--- config.mk ---
export PLATFORM = sky130hd
export DESIGN_NAME = pc_sequencer
export DESIGN_NICKNAME = d
export VERILOG_FILES = /design/src/rtl/pc_sequencer.sv
export SDC_FILE = /design/constraint.sdc
export NUM_CORES = 1
export LEC_CHECK = 0
export BUFFER_PORTS_ARGS = -buffer_cell sky130_fd_sc_hd__buf_4
export CAP_MARGIN = 20
export CORE_AREA = 3 3 62 87
export DETAILED_ROUTE_END_ITERATION = 6
export DIE_AREA = 0 0 65 90
export PLACE_DENSITY = 0.75
export SYNTH_ARGS = -nofsm -noshare
export SYNTH_HDL_FRONTEND = slang
export SYNTH_SLANG_ARGS = --single-unit
--- constraint.sdc ---
create_clock -name clk -period 3.83 [get_ports clk]
set_input_delay 0.766 -clock clk [delete_from_list [all_inputs] [get_ports clk]]
set_output_delay 0.766 -clock clk [all_outputs]
set_load 0.01 [all_outputs]
--- src/rtl/pc_sequencer.sv ---
// pc_sequencer: multi-cycle control FSM for the MIPS-subset CPU.
// Walks each instruction through FETCH/DECODE/EXEC/MEM/WB, selects the PC
// source, counts retired instructions and halts on a stalled memory.
module pc_sequencer #(
  parameter int unsigned MEM_TIMEOUT = 16,
  parameter int unsigned CNT_W       = 32
) (
  input  logic             clk,
  input  logic             reset,
  input  logic [5:0]       opcode,
  input  logic [5:0]       funct,
  input  logic             zero,
  input  logic             imem_ready,
  input  logic             dmem_ready,
  output logic             imem_rd,
  output logic             ir_wr,
  output logic             pc_wr,
  output logic [1:0]       pc_src,
  output logic             dmem_rd,
  output logic             dmem_wr,
  output logic             reg_wr,
  output logic [1:0]       reg_dst,
  output logic [2:0]       alu_op,
  output logic             illegal,
  output logic             halted,
  output logic [CNT_W-1:0] retired
);

  localparam int unsigned WAIT_W = $clog2(MEM_TIMEOUT + 1);

  typedef enum logic [2:0] {
    S_FETCH,
    S_DECODE,
    S_EXEC,
    S_MEM,
    S_WB,
    S_HALT
  } state_t;

  state_t            r_state;
  state_t            w_next;
  logic [WAIT_W-1:0] r_wait;
  logic [CNT_W-1:0]  r_retired;
  logic              w_retire;
  logic              w_stall;
  logic              w_timeout;

  logic w_is_r, w_is_jr, w_is_j, w_is_jal, w_is_beq, w_is_bne;
  logic w_is_lw, w_is_sw, w_is_addi, w_is_xori, w_to_exec;

  assign w_is_r    = (opcode == 6'h00);
  assign w_is_jr   = w_is_r && (funct == 6'h08);
  assign w_is_j    = (opcode == 6'h02);
  assign w_is_jal  = (opcode == 6'h03);
  assign w_is_beq  = (opcode == 6'h04);
  assign w_is_bne  = (opcode == 6'h05);
  assign w_is_lw   = (opcode == 6'h23);
  assign w_is_sw   = (opcode == 6'h2b);
  assign w_is_addi = (opcode == 6'h08);
  assign w_is_xori = (opcode == 6'h0e);
  assign w_to_exec = (w_is_r && !w_is_jr) || w_is_beq || w_is_bne ||
                     w_is_lw || w_is_sw || w_is_addi || w_is_xori;

  // A stall cycle is a waiting state whose memory has not answered yet.
  assign w_stall   = ((r_state == S_FETCH) && !imem_ready) ||
                     ((r_state == S_MEM) && !dmem_ready);
  assign w_timeout = w_stall && (r_wait == WAIT_W'(MEM_TIMEOUT - 1));

  // Next-state selection and retire strobe.
  always_comb begin
    w_next   = r_state;
    w_retire = 1'b0;
    case (r_state)
      S_FETCH: begin
        if (imem_ready)     w_next = S_DECODE;
        else if (w_timeout) w_next = S_HALT;
      end
      S_DECODE: begin
        if (w_is_j || w_is_jal || w_is_jr) begin
          w_next   = S_FETCH;
          w_retire = 1'b1;
        end else if (w_to_exec) begin
          w_next = S_EXEC;
        end else begin
          w_next = S_FETCH;
        end
      end
      S_EXEC: begin
        if (w_is_beq || w_is_bne) begin
          w_next   = S_FETCH;
          w_retire = 1'b1;
        end else if (w_is_lw || w_is_sw) begin
          w_next = S_MEM;
        end else begin
          w_next = S_WB;
        end
      end
      S_MEM: begin
        if (dmem_ready) begin
          if (w_is_lw) begin
            w_next = S_WB;
          end else begin
            w_next   = S_FETCH;
            w_retire = 1'b1;
          end
        end else if (w_timeout) begin
          w_next = S_HALT;
        end
      end
      S_WB: begin
        w_next   = S_FETCH;
        w_retire = 1'b1;
      end
      S_HALT:  w_next = S_HALT;
      default: w_next = S_FETCH;
    endcase
  end

  // State, stall counter and retired counter.
  always_ff @(posedge clk) begin
    if (reset) begin
      r_state   <= S_FETCH;
      r_wait    <= '0;
      r_retired <= '0;
    end else begin
      r_state <= w_next;
      // Any non-stall cycle (ready seen or a non-waiting state) clears the
      // counter, which also covers clearing on entry to FETCH/MEM.
      if (w_stall) r_wait <= r_wait + WAIT_W'(1);
      else         r_wait <= '0;
      if (w_retire) r_retired <= r_retired + CNT_W'(1);
    end
  end

  // Control outputs decoded from state and the current instruction.
  always_comb begin
    imem_rd = 1'b0;
    ir_wr   = 1'b0;
    pc_wr   = 1'b0;
    pc_src  = 2'b00;
    dmem_rd = 1'b0;
    dmem_wr = 1'b0;
    reg_wr  = 1'b0;
    reg_dst = 2'b00;
    alu_op  = 3'b000;
    illegal = 1'b0;
    halted  = 1'b0;
    if (!reset) begin
      case (r_state)
        S_FETCH: begin
          imem_rd = 1'b1;
          if (imem_ready) begin
            ir_wr = 1'b1;
            pc_wr = 1'b1;
          end
        end
        S_DECODE: begin
          if (w_is_j || w_is_jal) begin
            pc_wr  = 1'b1;
            pc_src = 2'b10;
            if (w_is_jal) begin
              reg_wr  = 1'b1;
              reg_dst = 2'b10;
            end
          end else if (w_is_jr) begin
            pc_wr  = 1'b1;
            pc_src = 2'b11;
          end else if (!w_to_exec) begin
            illegal = 1'b1;
          end
        end
        S_EXEC: begin
          if (w_is_r)                     alu_op = 3'b010;
          else if (w_is_beq || w_is_bne)  alu_op = 3'b001;
          else if (w_is_xori)             alu_op = 3'b011;
          if (w_is_beq) begin
            pc_wr  = zero;
            pc_src = 2'b01;
          end else if (w_is_bne) begin
            pc_wr  = ~zero;
            pc_src = 2'b01;
          end
        end
        S_MEM: begin
          dmem_rd = w_is_lw;
          dmem_wr = w_is_sw;
        end
        S_WB: begin
          reg_wr  = 1'b1;
          reg_dst = w_is_r ? 2'b01 : 2'b00;
        end
        S_HALT:  halted = 1'b1;
        default: ;
      endcase
    end
  end

  assign retired = r_retired;

endmodule

======== After elaboration in Yosys (flattened, before gate mapping) ========
Index checks and enable logic that the tools add are counted.
word-level totals
  bits in registers ....................... 40
  input port bits ......................... 17
  output and inout bits ................... 47
operators by class
  $add $sub $neg .......................... 2
  bitwise gates (word level) .............. 2
  equality and inequality tests ........... 15
  reduce and logical (&&, ||, !) cells .... 22
  multiplexer cells ....................... 56
operators by type and width
  kind                     count
  $add A32 B1 Y32 const B  1
  $mux W1                  31
  $mux W2                  13
  $eq A6 B4 Y1 const B     3
  $mux W3                  6
  $pmux W3 S5              1
  $eq A6 B2 Y1 const B     2
  $eq A6 B3 Y1 const B     2
  $eq A6 B6 Y1 const B     2
  $logic_or A1 B1 Y1       11
  $pmux W2 S2              2
  $eq A3 B2 Y1 const B     2
  $eq A3 B3 Y1 const B     2
  $logic_not A6 Y1         1
  $add A5 B1 Y5 const B    1
  $eq A5 B4 Y1 const B     1
  $logic_and A1 B1 Y1      5
  $pmux W1 S4              1
  $eq A3 B1 Y1 const B     1
  $logic_not A1 Y1         3
  $logic_not A3 Y1         1
  $pmux W1 S3              1
  $not A1 Y1               2
  $pmux W1 S2              1
  $reduce_or A2 Y1         1

======== Logic depth before layout (Yosys ltp) ========
  word-level depth ........................ 15
  depth in mapped cells ................... 10

======== Worst setup path after synthesis ========
No wires, ideal clock.
  path kind ............................... input to output
  start ................................... input opcode[5]
  end ..................................... output pc_src[1]
  setup slack ............................. 0.781 ns
  required time ........................... 3.064 ns
  arrival ................................. 2.283 ns
  cell stages on the path ................. 6
  buffers on the path ..................... 2
  cells stage by stage .................... clkbuf_1 > or4b_4 > or2_1 > a211oi_2 > buf_6 > nor2b_1
on the way
  cells in the longest elaborated chain, start to end .. 6
  elaborated cells on any way between the ends .. 9
ends and longest elaborated chain
  what                 RTL line  RTL
  from (decl)          10        input logic [5:0] opcode,
  $logic_not A6 Y1     51        assign w_is_r = (opcode == 6'h00);
  $logic_and A1 B1 Y1  52        assign w_is_jr = w_is_r && (funct == 6'h08);
  $mux W2              165       end else if (w_is_jr) begin
  $mux W2 (*)          158       if (w_is_j || w_is_jal) begin
  $pmux W2 S2 (*)      149       case (r_state)
  $mux W2 (*)          148       if (!reset) begin
  to (decl)            18        output logic [1:0] pc_src,
Every way passes the cells marked *; elsewhere a longest branch is shown, timed or not.

======== Final worst setup path ========
  start ................................... input opcode[3]
  end ..................................... output pc_src[1]
Same word-level chain as after synthesis.

==> metrics.txt <==
outcome=complete, no violations; simple-gate area share of the yosys netlist=0.3269; Syn Nets=around 320; Max rail drop VDD=approximately 0.21 mV; Final Core Density=0.6318; relative slew slack=0.5255; post-CTS setup repair buffer count=0; crit start category=input pin; Setup Total Neg Slack=0 ns; internal power=0.6745 mW; htree depth=2; Detailed Routing Iterations Pass 1=4; CP required=around 3.1 ns; top post-synthesis cells by area=dfxtp_1, a21oi_1, nor2_1; Hold Path Class=register to register; Crit Path Max Fanout=11; combinational cell fraction of total power=0.072; count of cell types in the netlist=49; max-cap violations=0; Worst path slowest cell=or4b_4; crit path DAT=about 2.4 ns; Mapped Avg Cell Area=7.668 um2; Most used DFF post-synth=dfxtp_1; Iteration-0 DRC Markers=around 170; grt total ovfl=0; core area=about 4600 um2; cell count after synthesis=between 300 and 400; Commonest cells post-synth=dfxtp_1, nor2_1, a21oi_1; Seq pwr share=0.492; Crit Path Category=input pin to output pin; hold buffer count at cts=0; worst path cell trace=buf_4 > or4b_4 > or2_1 > a211oi_2 > buf_4 > nor2b_1 > buf_4; CTS tree=done; YS warnings=0; via count=roughly 2400; Via density=5.782; Yosys top cell area share=0.3435; first-pass GRT wire length=between 9000 and 10000 um; die area=approximately 5900 um2; io pins=64; number of synthesized flops with an enable pin=0; Clock Sinks=40; top-count cell post-synth=dfxtp_1; largest net degree at the start of global routing=42; root buf cell=clkbuf_8; worst-skew pair later-pin latency=0.29 ns; initial antenna violation count=0; CP max stage delay=between 0.5 and 0.6 ns; Synth Cell Area=roughly 2300 um2; post-synth top area cell=dfxtp_1; clk buf depth=2; Initial Util=0.5058; Cells after DPL=about 400; setup slack after layout=around 0.67 ns; Peak Freq=between 0.3 and 0.4 GHz; Synth async-reset ratio=0; WL final=5720 um; final total power=between 0.8 and 0.9 mW; mux share of post-synthesis cell area=0.009125; Clk pwr share=0.436; Global Route Usage Sum=0.1933; placement-stage cell area=2785 um2; global routing's busiest layer=met2; Seq/Total Area, Yosys=0.3435; drt drc=0; number of antenna diodes=0; fin cells=roughly 420; standby leakage power=1.094 nW; max-slew violation count=0; row cnt=29; Die Width=65 um; post-synthesis xor/xnor area fraction=0.04133; Final Hold Vio Count=0; unrepaired setup endpoints after global routing=no; CP delay by family, top=simple AND/OR/NAND/NOR gates; Power Density=just under 300 nW/um2; share of layout cells above drive strength 1=0.2254; vias in the first global route=~2200; main combinational cell family by area after synthesis=simple AND/OR/NAND/NOR gates; Layout Skew=approximately 0.011 ns; DP HPWL=~4000 um; crit path time final=about 3.2 ns; Nets=374; post-synthesis adder-cell area fraction=0.01610; grt met1 use=0.2405; port bufs=between 60 and 70; CP dominant cell by count=buf_4; switching power=roughly 0.18 mW; Tightest Pin Transition=roughly 0.7 ns; final worst-path cycle share=0.8263; height of the chip=around 90 um; GPL Wtd Cong=around 0.86; compound-cell area share of the yosys netlist=0.1991; Sw Share=0.2140; P&R area growth vs syn=24.91%; final hold slack=0.4507 ns; #FFs+latches synth=40; cell area after layout=2912 um2; Worst-path clk slew=about 0.080 ns; post-place setup slack=roughly 0.66 ns; final setup fails=0; post-cts resize count=0; Setup crit end kind=output pin; Buf/Inv on CP=3; Final ANT Viol Nets=0; TritonCTS Buffers=5; met3 Use GR=0.04239; Avg WL per Cell=approximately 14 um; met2 usage=0.3313
state kept, by name, indices dropped and copies added, names as in the netlist:
register,flops
r_state,3
retired,32
r_wait,5
final timing paths:
check / start / slack (ns) / end / cells past startpoint
max: opcode[3] / 0.67 / pc_src[1] / 7
min: r_wait[0]$_SDFF_PP0_ / 0.45 / r_wait[0]$_SDFF_PP0_ / 1
max reg2reg: retired[11]$_SDFFE_PP0P_ / 1.42 / retired[29]$_SDFFE_PP0P_ / 6
min reg2reg: r_wait[0]$_SDFF_PP0_ / 0.45 / r_wait[0]$_SDFF_PP0_ / 1
cell type report:
| cell class | count | area, um2 |
|---|---|---|
| multi-input cells | 233 | 1385 |
| fillers | 431 | 1697 |
| repair buffers | 65 | 488.0 |
| well taps | 62 | 77.57 |
| flip-flops and latches | 40 | 800.8 |
| clock inverters | 1 | 30.03 |
| clock buffers | 7 | 96.34 |
| inverters | 9 | 33.78 |
layout by cell type (no fill, tap or decap), drive strengths merged, types with 9 or more instances in the layout:
cell type / n
or4: 12
nor3: 10
o21ai: 17
a21oi: 28
or3: 14
o31ai: 12
inv: 9
nor2: 35
dfxtp: 40
nand3: 13
buf: 65
nand2: 19
power by group through the flow:
stage / Combinational [mW] / Clock, mW / Sequential, mW
2_1_floorplan: 0.0411 / 0 / 0.429
3_3_place_gp: 0.0602 / 0 / 0.432
3_5_place_dp: 0.0610 / 0 / 0.432
4_1_cts: 0.0615 / 0.381 / 0.422
5_1_grt: 0.0682 / 0.396 / 0.422
6_report: 0.0616 / 0.374 / 0.422
metal layers:
layer  share of wire  routed length (um)
met1            0.45                2595
met5               0                   0
met4          0.0093                  53
met3           0.051                 290
met2            0.49                2782
worst register-to-register path, cell delays in order, from the launching register on:
cell	delay [ns]
dfxtp_1	0.42
nand2_1	0.10
nor3_1	0.36
and3_1	0.25
nand3_1	0.44
or4_1	0.63
a21oi_1	0.16
cells by family after synthesis:
logic type,Yosys count
compound gates,75
xor+xnor,11
fa+ha+maj,3
buf+inv,31
flops,40
mux,2
other cells,1
simple gates,141
(Power assumes the default switching activity.)
